`src/rtl/cpu_clk_ctrl.sv`:
```
// -----------------------------------------------------------------------------
// cpu_clk_ctrl
//
// Clock-enable controller for the pipelined CPU. It sits downstream of the
// board clock divider. It turns the divided clock (tick_clk), a raw step
// push-button and a run switch into a single-clk-cycle enable pulse (cpu_ce)
// that advances the pipeline. The controller supports three modes:
//   - continuous run at the divided rate,
//   - one pipeline cycle per button press (step),
//   - stop while the pipeline requests a halt.
//
// Parameters
//   DB_CYCLES  consecutive stable clk cycles needed to accept a button change
//   CNT_W      width of cycle_count
//
// Ports
//   clk          in   fast board clock, rising-edge active
//   rst          in   asynchronous, active-low reset
//   tick_clk     in   divided clock, registered in the clk domain
//   step_btn     in   raw bouncy step button, active-high, asynchronous
//   run_sw       in   1 = continuous run, 0 = step mode
//   halt         in   pipeline halt request, level, synchronous to clk
//   cpu_ce       out  pipeline clock enable, one clk cycle wide
//   state        out  FSM state: 0 IDLE, 1 RUN, 2 STEP, 3 HALTED
//   cycle_count  out  number of cpu_ce pulses issued (wraps)
//
// Build option
//   CPU_CYCLE_COUNT_EN  when defined, the cycle_count register and its
//                       incrementer are built. When undefined, cycle_count
//                       is tied to 0. The cpu_ce and FSM behaviour is the
//                       same in both builds.
// -----------------------------------------------------------------------------
module cpu_clk_ctrl #(
  parameter int DB_CYCLES = 50000,
  parameter int CNT_W     = 16
) (
  input  logic             clk,
  input  logic             rst,
  input  logic             tick_clk,
  input  logic             step_btn,
  input  logic             run_sw,
  input  logic             halt,
  output logic             cpu_ce,
  output logic [1:0]       state,
  output logic [CNT_W-1:0] cycle_count
);

  // Debounce counter only has to reach DB_CYCLES-1. Keep it at least 1 bit
  // wide so that DB_CYCLES=1 still elaborates.
  localparam int              DB_W   = (DB_CYCLES > 1) ? $clog2(DB_CYCLES) : 1;
  localparam logic [DB_W-1:0] DB_MAX = DB_W'(DB_CYCLES - 1);

  typedef enum logic [1:0] {
    S_IDLE   = 2'd0,
    S_RUN    = 2'd1,
    S_STEP   = 2'd2,
    S_HALTED = 2'd3
  } state_e;

  // ---------------------------------------------------------------------------
  // State
  // ---------------------------------------------------------------------------
  logic            tick_q,        tick_d;
  logic            sync1_q,       sync1_d;
  logic            sync2_q,       sync2_d;       // synchronised button (btn_s)
  logic [DB_W-1:0] db_cnt_q,      db_cnt_d;
  logic            btn_db_q,      btn_db_d;      // debounced button level
  logic            btn_db_prev_q, btn_db_prev_d; // btn_db delayed one cycle
  state_e          state_q,       state_d;
  logic            cpu_ce_q,      cpu_ce_d;

  logic            tick_rise;
  logic            press;

  // ---------------------------------------------------------------------------
  // Tick edge detect and button conditioning
  // ---------------------------------------------------------------------------
  always_comb begin
    // NOTE: every signal written in an always_comb gets a default value first.
    // If any path leaves one unassigned, synthesis infers a latch.
    tick_d        = tick_clk;
    sync1_d       = step_btn;
    sync2_d       = sync1_q;
    btn_db_d      = btn_db_q;
    db_cnt_d      = '0;
    btn_db_prev_d = btn_db_q;

    // tick_q resets high. A tick_clk that is already high when reset is
    // released is therefore not mistaken for a rising edge.
    tick_rise = tick_clk & ~tick_q;

    // The counter runs only while the synchronised level disagrees with the
    // accepted level. Any agreement, including a bounce back, restarts it.
    if (sync2_q != btn_db_q) begin
      if (db_cnt_q == DB_MAX) begin
        btn_db_d = sync2_q;
      end else begin
        db_cnt_d = db_cnt_q + DB_W'(1);
      end
    end

    press = btn_db_q & ~btn_db_prev_q;
  end

  // ---------------------------------------------------------------------------
  // Mode FSM and enable generation
  // halt wins over every other input in every state. cpu_ce is only ever
  // driven from a tick_rise. tick_rise needs tick_q low, so two pulses can
  // never land on adjacent cycles.
  // ---------------------------------------------------------------------------
  always_comb begin
    state_d  = state_q;
    cpu_ce_d = 1'b0;

    case (state_q)
      S_IDLE: begin
        if (halt) begin
          state_d = S_HALTED;
        end else if (run_sw) begin
          state_d = S_RUN;
        end else if (press) begin
          state_d = S_STEP;
        end
      end

      S_RUN: begin
        if (halt) begin
          state_d = S_HALTED;
        end else if (!run_sw) begin
          state_d = S_IDLE;
        end else begin
          cpu_ce_d = tick_rise;
        end
      end

      // Presses and run_sw are ignored here. A pending step completes on the
      // next tick edge, and a second press is not queued.
      S_STEP: begin
        if (halt) begin
          state_d = S_HALTED;
        end else if (tick_rise) begin
          cpu_ce_d = 1'b1;
          state_d  = S_IDLE;
        end
      end

      // Leave only once the halt is gone and the run switch is off. The CPU
      // therefore never restarts unexpectedly when a halt clears.
      S_HALTED: begin
        if (!halt && !run_sw) begin
          state_d = S_IDLE;
        end
      end

      default: begin
        state_d = S_IDLE;
      end
    endcase
  end

  always_ff @(posedge clk or negedge rst) begin
    if (!rst) begin
      tick_q        <= 1'b1;
      sync1_q       <= 1'b0;
      sync2_q       <= 1'b0;
      db_cnt_q      <= '0;
      btn_db_q      <= 1'b0;
      btn_db_prev_q <= 1'b0;
      state_q       <= S_IDLE;
      cpu_ce_q      <= 1'b0;
    end else begin
      // NOTE: registers use non-blocking assignments. Every flop then samples
      // the pre-edge values, whatever the statement order.
      tick_q        <= tick_d;
      sync1_q       <= sync1_d;
      sync2_q       <= sync2_d;
      db_cnt_q      <= db_cnt_d;
      btn_db_q      <= btn_db_d;
      btn_db_prev_q <= btn_db_prev_d;
      state_q       <= state_d;
      cpu_ce_q      <= cpu_ce_d;
    end
  end

  assign cpu_ce = cpu_ce_q;
  assign state  = state_q;

  // ---------------------------------------------------------------------------
  // Optional cycle counter
  // The counter increments from cpu_ce_d, so it shows the post-increment
  // value in the same cycle that cpu_ce is high.
  // ---------------------------------------------------------------------------
`ifdef CPU_CYCLE_COUNT_EN
  logic [CNT_W-1:0] cnt_q, cnt_d;

  always_comb begin
    cnt_d = cnt_q;
    if (cpu_ce_d) begin
      cnt_d = cnt_q + CNT_W'(1);
    end
  end

  always_ff @(posedge clk or negedge rst) begin
    if (!rst) begin
      cnt_q <= '0;
    end else begin
      cnt_q <= cnt_d;
    end
  end

  assign cycle_count = cnt_q;
`else
  assign cycle_count = '0;
`endif

endmodule

```
`config.mk`:
```
export PLATFORM = sky130hd
export DESIGN_NAME = cpu_clk_ctrl
export DESIGN_NICKNAME = d
export VERILOG_FILES = /design/src/rtl/cpu_clk_ctrl.sv
export SDC_FILE = /design/constraint.sdc
export NUM_CORES = 1
export LEC_CHECK = 0
export ABC_CLOCK_PERIOD_IN_PS = 2070
export CAP_MARGIN = 20
export CORE_MARGIN = 2
export CORE_UTILIZATION = 35
export CTS_BUF_LIST = sky130_fd_sc_hd__clkbuf_4 sky130_fd_sc_hd__clkbuf_8
export DETAILED_ROUTE_END_ITERATION = 6
export RECOVER_POWER = 25
export SETUP_SLACK_MARGIN = 0.4
export SLEW_MARGIN = 20
export SYNTH_ARGS = -nofsm -noshare
export SYNTH_HDL_FRONTEND = slang
export SYNTH_SLANG_ARGS = --single-unit
```
`constraint.sdc`:
```
create_clock -name clk -period 2.07 [get_ports clk]
set_input_delay 0.5175 -clock clk [delete_from_list [all_inputs] [get_ports clk]]
set_output_delay 0.5175 -clock clk [all_outputs]
set_load 0.03 [all_outputs]
```
==> results of run 1 <==
## worst max-delay path, stage by stage
cell             delay, ps
clkdlybuf4s50_1        430
buf_4                  160
nor2b_1                130
nor3_2                 210
mux2_2                 360
## power by group
group          internal, W  switching [W]
registers         0.000501      0.0000344
clock network     0.000258       0.000143
logic             0.000153       0.000238
## worst paths after layout
kind	from	slack, ps	cells past startpoint	to
worst max register to register	db_cnt_q[11]	430	4	db_cnt_q[6]
worst min-delay path	sync1_q	360	0	sync2_q
min in group asynchronous	rst	670	2	db_cnt_q[9]
worst max-delay path	halt	420	5	state[1]
worst min register to register	sync1_q	360	0	sync2_q
max in group asynchronous	rst	1110	2	tick_q
## per-stage QoR
| step | instance area, um^2 | utilization |
|---|---|---|
| global route | 1560 | 0.428 |
| CTS | 1520 | 0.419 |
| finish | 1560 | 0.428 |
| global placement | 1420 | 0.391 |
| floorplan | 1380 | - |
| detailed placement | 1420 | 0.391 |
## synthesized netlist by cell type
library cell / number
nand2_1: 3
a21oi_1: 3
nor4b_1: 1
a2111oi_0: 1
ha_1: 6
buf_4: 16
nand3_1: 6
nor3_1: 4
a221oi_1: 1
buf_6: 1
nand2b_1: 2
dfrtp_1: 23
or4b_4: 1
nor2_1: 25
nand4_1: 4
xnor2_1: 13
dfstp_2: 1
mux2_2: 3
xor2_1: 2
inv_1: 6
o41ai_4: 1
conb_1: 1
nor2b_1: 1
nor4_1: 5
or2_2: 1
## registers in the layout, summed over array words and instances, names as in the netlist
name           count
sync2_q            1
state              2
db_cnt_q          16
cpu_ce             1
btn_db_prev_d      1
tick_q             1
sync1_q            1
btn_db_prev_q      1
## logic make-up (layout without fill, tap and decap cells)
logic type	Yosys count	count (layout)	share of synthesized area
XOR/XNOR	15	15	0.0996
AO/OA/AOI/OAI	6	6	0.0455
other	1	16	0.00284
flip-flops	24	24	0.456
AND/OR/NAND/NOR	53	53	0.196
buffers and inverters	23	24	0.117
multiplexers	3	3	0.0256
adder cells (fa/ha/maj)	6	6	0.0569
## layer usage
metal	global-route usage	wire [um]	up-vias	part of all wire
met4	0.0599	63	0	0.026
li1	-	-	434	-
met1	0.155	1070	434	0.45
met2	0.221	1170	22	0.49
met3	0.0223	89	7	0.037
met5	0	0	-	0
## what timing repair did
action | 4_1_cts | 5_1_grt
endpoints found under the setup margin | 5 | 20
hold buffers | 0 | 0
pin swaps | 2 | 2
buffers inserted | 1 | 1
gates resized for setup | 10 | 9
## layout make-up
type / instances / area [um^2]
inverter: 6 / 22.5
multi-input combinational: 99 / 678
clock inverter: 1 / 30.0
timing repair buffer: 14 / 119
fill: 365 / 2080
tap: 48 / 60.1
sequential: 24 / 604
clock buffer: 3 / 41.3
==> impl_metrics.ini, run 1 <==
[status]
status = complete, no violations

[die]
die_area_mm2 = 0.00428
ios = 25
rows = 22
core_mm2 = 0.00363
die_y_um = 65.4
start_util = 0.363
die_w_um = 65.4

[run]
maxCapViolations = 0

[sta]
fin_setup_tns_ps = 0
fin_ws_ps = 416
finalHoldWorstSlack_ps = 358
max_freq_mhz = 605
fin_crit_sh = 0.799
setup_viol = 0
slew_violations = 0
skew_ps = 1.22
post-route-min-period_ps = 1650
finalHoldViolCount = 0
rsz0062_at_grt = true

[clocking]
cts_buffers = 3
root_buffer = clkbuf_8
clock_path_buffers = 2
htreeDepth = 1
clock_sinks = 24
clock_latency_ps = 260
cts_tree = built
path_clk_slew_ps = 80

[layout]
stdcell_count = 195
most-common-layout-cells = nor2_1 (25), dfrtp_1 (21), conb_1 (16)
final_nets = 160
antennaDiodeCount = 0
syn2layout_area_growth_pct = 17.9
final_common_cell = nor2_1
final_layout_size_suffix_gt1_frac = 0.184

[routing]
wl_per_cell_um = 12.3
antenna_left = 0
drc = 0
drt_wl_total_um = 2390
first_pass_iters = 4
vias_per_cell = 4.60
routed-via-count = 897
drtIter0Drc = 18

[critical_path]
cp-end-kind = flip-flop
worstPathRequired_ps = 2220
crit_path_start_kind = input port
path_class = in -> reg
cp_max_fo = 4
cp.arrival_ps = 1810

[placement]
post-dp-hpwl_um = 1600
portBuffers = 8
dp.cells = 189
pre_cts_ws_ps = 10.6
place_congestion = 0.838

[global_route]
grt_start_max_net_pins = 25
grt_pass1_wl_um = 4150
grt_overflow = 0
grt_use_total = 0.128
antenna_found_initial = 0
grt_pass1_vias = 894

[yosys]
synth_area_leader_cell = dfrtp_1
yosysWarnings = 0
yosysSeqAreaShare = 0.456
synthTopCellsByArea = dfrtp_1 (44%), buf_4 (9.1%), xnor2_1 (8.6%)
syn_avg_cell_area_um2 = 10.1
ys_ff_latch = 24
ys_types = 25
syn_inst = 131
yosysTopAreaCellShare = 0.436
syn-cell-area_mm2 = 0.00132

[power]
power_w = 0.00133
ir_drop_mv = 0.368
power.density_mw_per_mm2 = 854
p_leak_nw = 0.681

[hold_path]
hold_class = reg -> reg
Note: power is estimated with default switching activity, not from simulation.
==> run 2, diff against run 1 <==
ABC_CLOCK_PERIOD_IN_PS = 1400   (was 2070)
clock period = 1.4 ns   (was 2.07 ns; I/O delays follow)
==> run 2 against run 1 <==
The flow now finishes with violations (setup timing). Cell count grew 11%. Sequential cell count is the same. Via count grew 9.1%. Core utilization grew 6.9 points. Non-clock buffer count grew 22. Clock skew grew 4.2 ps. Die area is the same. First-iteration DRC count shrank 56%. Worst setup slack lost 620 ps. Combinational power grew 130%. Sequential power grew 53%. Clock power grew 50%.
==> impl_metrics.ini, run 2 (synthesis gave the netlist of run 1 again) <==
[die]
rows = 22
die_area_mm2 = 0.00428
core_mm2 = 0.00363
start_util = 0.363
die_w_um = 65.4
die_y_um = 65.4
ios = 25

[sta]
finalHoldViolCount = 0
tightest_slew_ps = 578
max_freq_mhz = 623
relSlewSlack = 0.615
slew_violations = 0
fin_crit_sh = 1.15
setup_viol = 19
rsz0062_at_grt = true
post-route-min-period_ps = 1610
skew_ps = 5.38
fin_ws_ps = -205

[layout]
top_register = db_cnt_q
most-common-layout-cells = buf_4 (25), dfrtp_1 (21), nor2_1 (20)
fill_cells = 346
seq_area_um2 = 604
final_nets = 182
stdcell_area_mm2 = 0.00181
final_common_cell = buf_4
antennaDiodeCount = 0
fin_util = 0.497
multiInputGateArea_um2 = 747
final_layout_size_suffix_gt1_frac = 0.367
syn2layout_area_growth_pct = 36.9
largest_reg_flops = 16

[critical_path]
worstPathRequired_ps = 1560
cp_max_fo = 6
path_class = reg -> reg
r2r-start = db_cnt_q[13]
cp-end-kind = flip-flop
r2r_cells = 4
crit_path_start_kind = flip-flop
rr_endpoint = db_cnt_q[14]
rrSetupSlack_ps = -210
cp.arrival_ps = 1760

[routing]
antenna_left = 0
routed-via-count = 979
drt_wl_total_um = 2450
first_pass_iters = 4
wl_per_cell_um = 11.3
vias_per_cell = 4.51
drtIter0Drc = 8
drc = 0

[placement]
post-dp-hpwl_um = 1870
pre_cts_ws_ps = -487
place_congestion = 0.743
portBuffers = 8
place_area_mm2 = 0.00166

[power]
power_w = 0.00232
ir_drop_mv = 0.654
power.density_mw_per_mm2 = 1280
p_leak_nw = 0.808

[clocking]
clock_latency_ps = 270
clock_sinks = 24
cts_buffers = 3
cts_tree = built
ctsHoldBuffers = 0
root_buffer = clkbuf_8
path_clk_slew_ps = 90
htreeDepth = 1
clock_path_buffers = 2

[global_route]
antenna_found_initial = 0
grt_use_total = 0.132
grt_pass1_wl_um = 4240
grt_start_max_net_pins = 25
grt_overflow = 0
grt_pass1_vias = 965

[hold_path]
hold_start = sync1_q
hold_class = reg -> reg
hold_path_depth = 0
min_to = sync2_q

[status]
failed_checks = setup timing
status = finished with violations

[run]
maxCapViolations = 0
-- run 2: cell types whose count changed in the layout (fill, tap and decap cells not counted), moves of 2 or more --
| cell | before | now |
|---|---|---|
| ha_1 | 4 | 2 |
| nor2_2 | 0 | 5 |
| buf_6 | 1 | 5 |
| ha_4 | 0 | 3 |
| mux2_2 | 3 | 0 |
| inv_4 | 0 | 2 |
| nor2_1 | 25 | 20 |
| buf_4 | 5 | 25 |
| mux2_4 | 0 | 3 |
| inv_1 | 6 | 4 |
-- run 2: what timing repair did --
item / in CTS / in global routing
buffers inserted: 1 / 3
setup endpoints to repair: 23 / 23
gates resized for setup: 20 / 6
pin swaps: 10 / 3
-- run 2: layout make-up --
| cell class | instances | area share |
|---|---|---|
| Clock inverter | 1 | 0.0166 |
| Timing Repair Buffer | 36 | 0.164 |
| Sequential cell | 24 | 0.335 |
| Tap cell | 48 | 0.0333 |
| Multi-Input combinational cell | 99 | 0.414 |
| Clock buffer | 3 | 0.0229 |
| Inverter | 6 | 0.0152 |
-- run 2: worst max-delay path by stage --
stage,start,to,slack (ps),cells past startpoint
final,db_cnt_q[13],db_cnt_q[14],-210,4
after global placement,tick_clk,state[0],-430,5
after detailed placement,tick_clk,state[0],-490,5
after floorplan,db_cnt_q[11],db_cnt_q[12],-250,4
after CTS,db_cnt_q[13],db_cnt_q[14],-220,4
after global routing,db_cnt_q[12],db_cnt_q[11],-280,5
-- run 2: worst max-delay path, cell delays in order (launching register included) --
cell	delay (ps)
dfrtp_1	390
or4b_4	580
o41ai_4	270
buf_4	200
nor2_1	50
-- run 2: layer usage --
| layer | global-route usage | share of wire |
|---|---|---|
| met5 | 0 | 0 |
| met2 | 0.236 | 0.53 |
| met1 | 0.151 | 0.43 |
| met3 | 0.0257 | 0.024 |
| met4 | 0.0599 | 0.016 |
-- run 2: metrics by stage --
stage                     hold slack (ps)  TNS (ps)  cells
after floorplan                      54.4     -3540    146
after global placement                332     -3940    209
after detailed placement              337     -4230    209
after CTS                             356     -3680    214
after global routing                  361     -4850    217
final                                 353     -3580    217
-- run 2: power breakdown --
group          switching, W  internal, W
clock              0.000220     0.000382
sequential        0.0000719     0.000744
combinational      0.000435     0.000465
total              0.000726      0.00159
==> run 3, diff against run 2 <==
ABC_CLOCK_PERIOD_IN_PS = 2100   (was 1400)
clock period = 2.1 ns   (was 1.4 ns; I/O delays follow)
==> run 3 against run 2 <==
The flow now finishes without violations. Clock-buffer cell count is the same. Register-to-register slack gained 680 ps. Critical path depth grew 1. Design area shrank 14%. Routed wire length shrank 6.0%. Die area is the same. Sequential power shrank 35%. Cell count shrank 10%. Global-route usage shrank 1.1 points. Critical endpoint is now state[0].
==> impl_metrics.ini, run 3 (synthesis gave the netlist of run 1 again) <==
[status]
status = complete, no violations

[clocking]
ctsHoldBuffers = 0
cts_tree = built
clock_sinks = 24
root_buffer = clkbuf_8
cts_buffers = 3
clock_latency_ps = 270
clock_path_buffers = 2
path_clk_slew_ps = 80
htreeDepth = 1

[sta]
post-route-min-period_ps = 1740
setup_viol = 0
fin_crit_sh = 0.827
skew_ps = 6.53
fin_ws_ps = 364
fin_setup_tns_ps = 0
finalHoldWorstSlack_ps = 352
max_freq_mhz = 576
rsz0062_at_grt = true
finalHoldViolCount = 0
slew_violations = 0

[layout]
stdcell_count = 195
most-common-layout-cells = nor2_1 (25), dfrtp_1 (21), conb_1 (16)
largest_reg_flops = 16
final_layout_size_suffix_gt1_frac = 0.170
fill_cells = 363
antennaDiodeCount = 0
syn2layout_area_growth_pct = 17.9
final_nets = 160
final_common_cell = nor2_1
top_register = db_cnt_q

[critical_path]
rrSetupSlack_ps = 470
r2r_cells = 4
path_class = in -> reg
crit_path_cell_trace = dlygate4sd3_1, nand2b_4, a221oi_2, nor3_2, mux2_2
max_stage_delay_ps = 590
crit_slowest_cell = dlygate4sd3_1
critical_path.top_delay_family = buffers and inverters
r2r-start = db_cnt_q[10]
crit_path_start_kind = input port
worstPathRequired_ps = 2260
cp-end-kind = flip-flop
cp_max_fo = 3
rr_endpoint = db_cnt_q[15]
path_buf_inv = 1
cp.arrival_ps = 1900

[placement]
dp.cells = 188
post-dp-hpwl_um = 1540
place_congestion = 0.779
pre_cts_ws_ps = -2.45
portBuffers = 8

[hold_path]
hold_start = sync1_q
hold_class = reg -> reg
min_to = sync2_q
hold_path_depth = 0

[routing]
drtIter0Drc = 7
first_pass_iters = 3
antenna_left = 0
route.met2.wl_um = 1210
top_layer = met4
routed-via-count = 892
drc = 0
wl_met3_um = 69
wl_per_cell_um = 11.8
drt_wl_total_um = 2310
wl_met1_um = 939
vias_per_cell = 4.57

[global_route]
grt_overflow = 0
antenna_found_initial = 0
grt_pass1_wl_um = 3880
grt_start_max_net_pins = 25
grt_pass1_vias = 923
grt_use_total = 0.121

[die]
start_util = 0.363
rows = 22
die_y_um = 65.4
die_area_mm2 = 0.00428
core_mm2 = 0.00363
ios = 25
die_w_um = 65.4

[run]
maxCapViolations = 0

[power]
power_w = 0.00131
power.density_mw_per_mm2 = 839
ir_drop_mv = 0.456
p_leak_nw = 0.692
==> run 3: worst register-to-register path, cell delays in order, from the launching register on <==
cell,delay [ps]
dfrtp_2,430
or4b_4,580
o41ai_4,230
buf_6,210
nor2_1,70
==> run 3: cell type report <==
cell class / instances / area [um^2] / share of cell area
clock buffer: 3 / 41.3 / 0.0265
clock inverter: 1 / 30.0 / 0.0193
inverter: 6 / 22.5 / 0.0145
multi-input combinational: 99 / 674 / 0.434
sequential: 24 / 604 / 0.389
timing repair buffer: 14 / 123 / 0.0788
tap: 48 / 60.1 / 0.0386
==> run 3: worst max path at each step <==
stage,start,end,slack [ps],cells past startpoint
finish,tick_clk,state[0],360,5
global route,tick_clk,state[0],310,5
CTS,tick_clk,state[0],420,5
detailed placement,halt,state[0],-2,5
global placement,halt,state[0],70,5
floorplan,db_cnt_q[11],btn_db_prev_d,410,3
==> run 3: timing repair <==
item	CTS	global route
resized for setup	11	4
setup buffers	3	0
setup endpoints to repair	6	18
cloned	0	0
pin swaps	3	1
==> run 3: per-layer routing <==
layer  vias to the layer above  global-route usage
met5                         -                   0
met4                         0              0.0964
met3                         8              0.0205
met2                        20               0.199
met1                       428               0.137
li1                        436                   -
==> run 3: metrics by stage <==
step	cell area [um^2]	utilization
2_1_floorplan	1380	-
3_3_place_gp	1410	0.389
5_1_grt	1560	0.428
6_report	1560	0.428
3_5_place_dp	1410	0.389
4_1_cts	1530	0.421
==> run 3: where the power goes <==
part / switching (W) / internal (W)
logic: 0.000231 / 0.000150
clock network: 0.000143 / 0.000255
registers: 0.0000326 / 0.000494
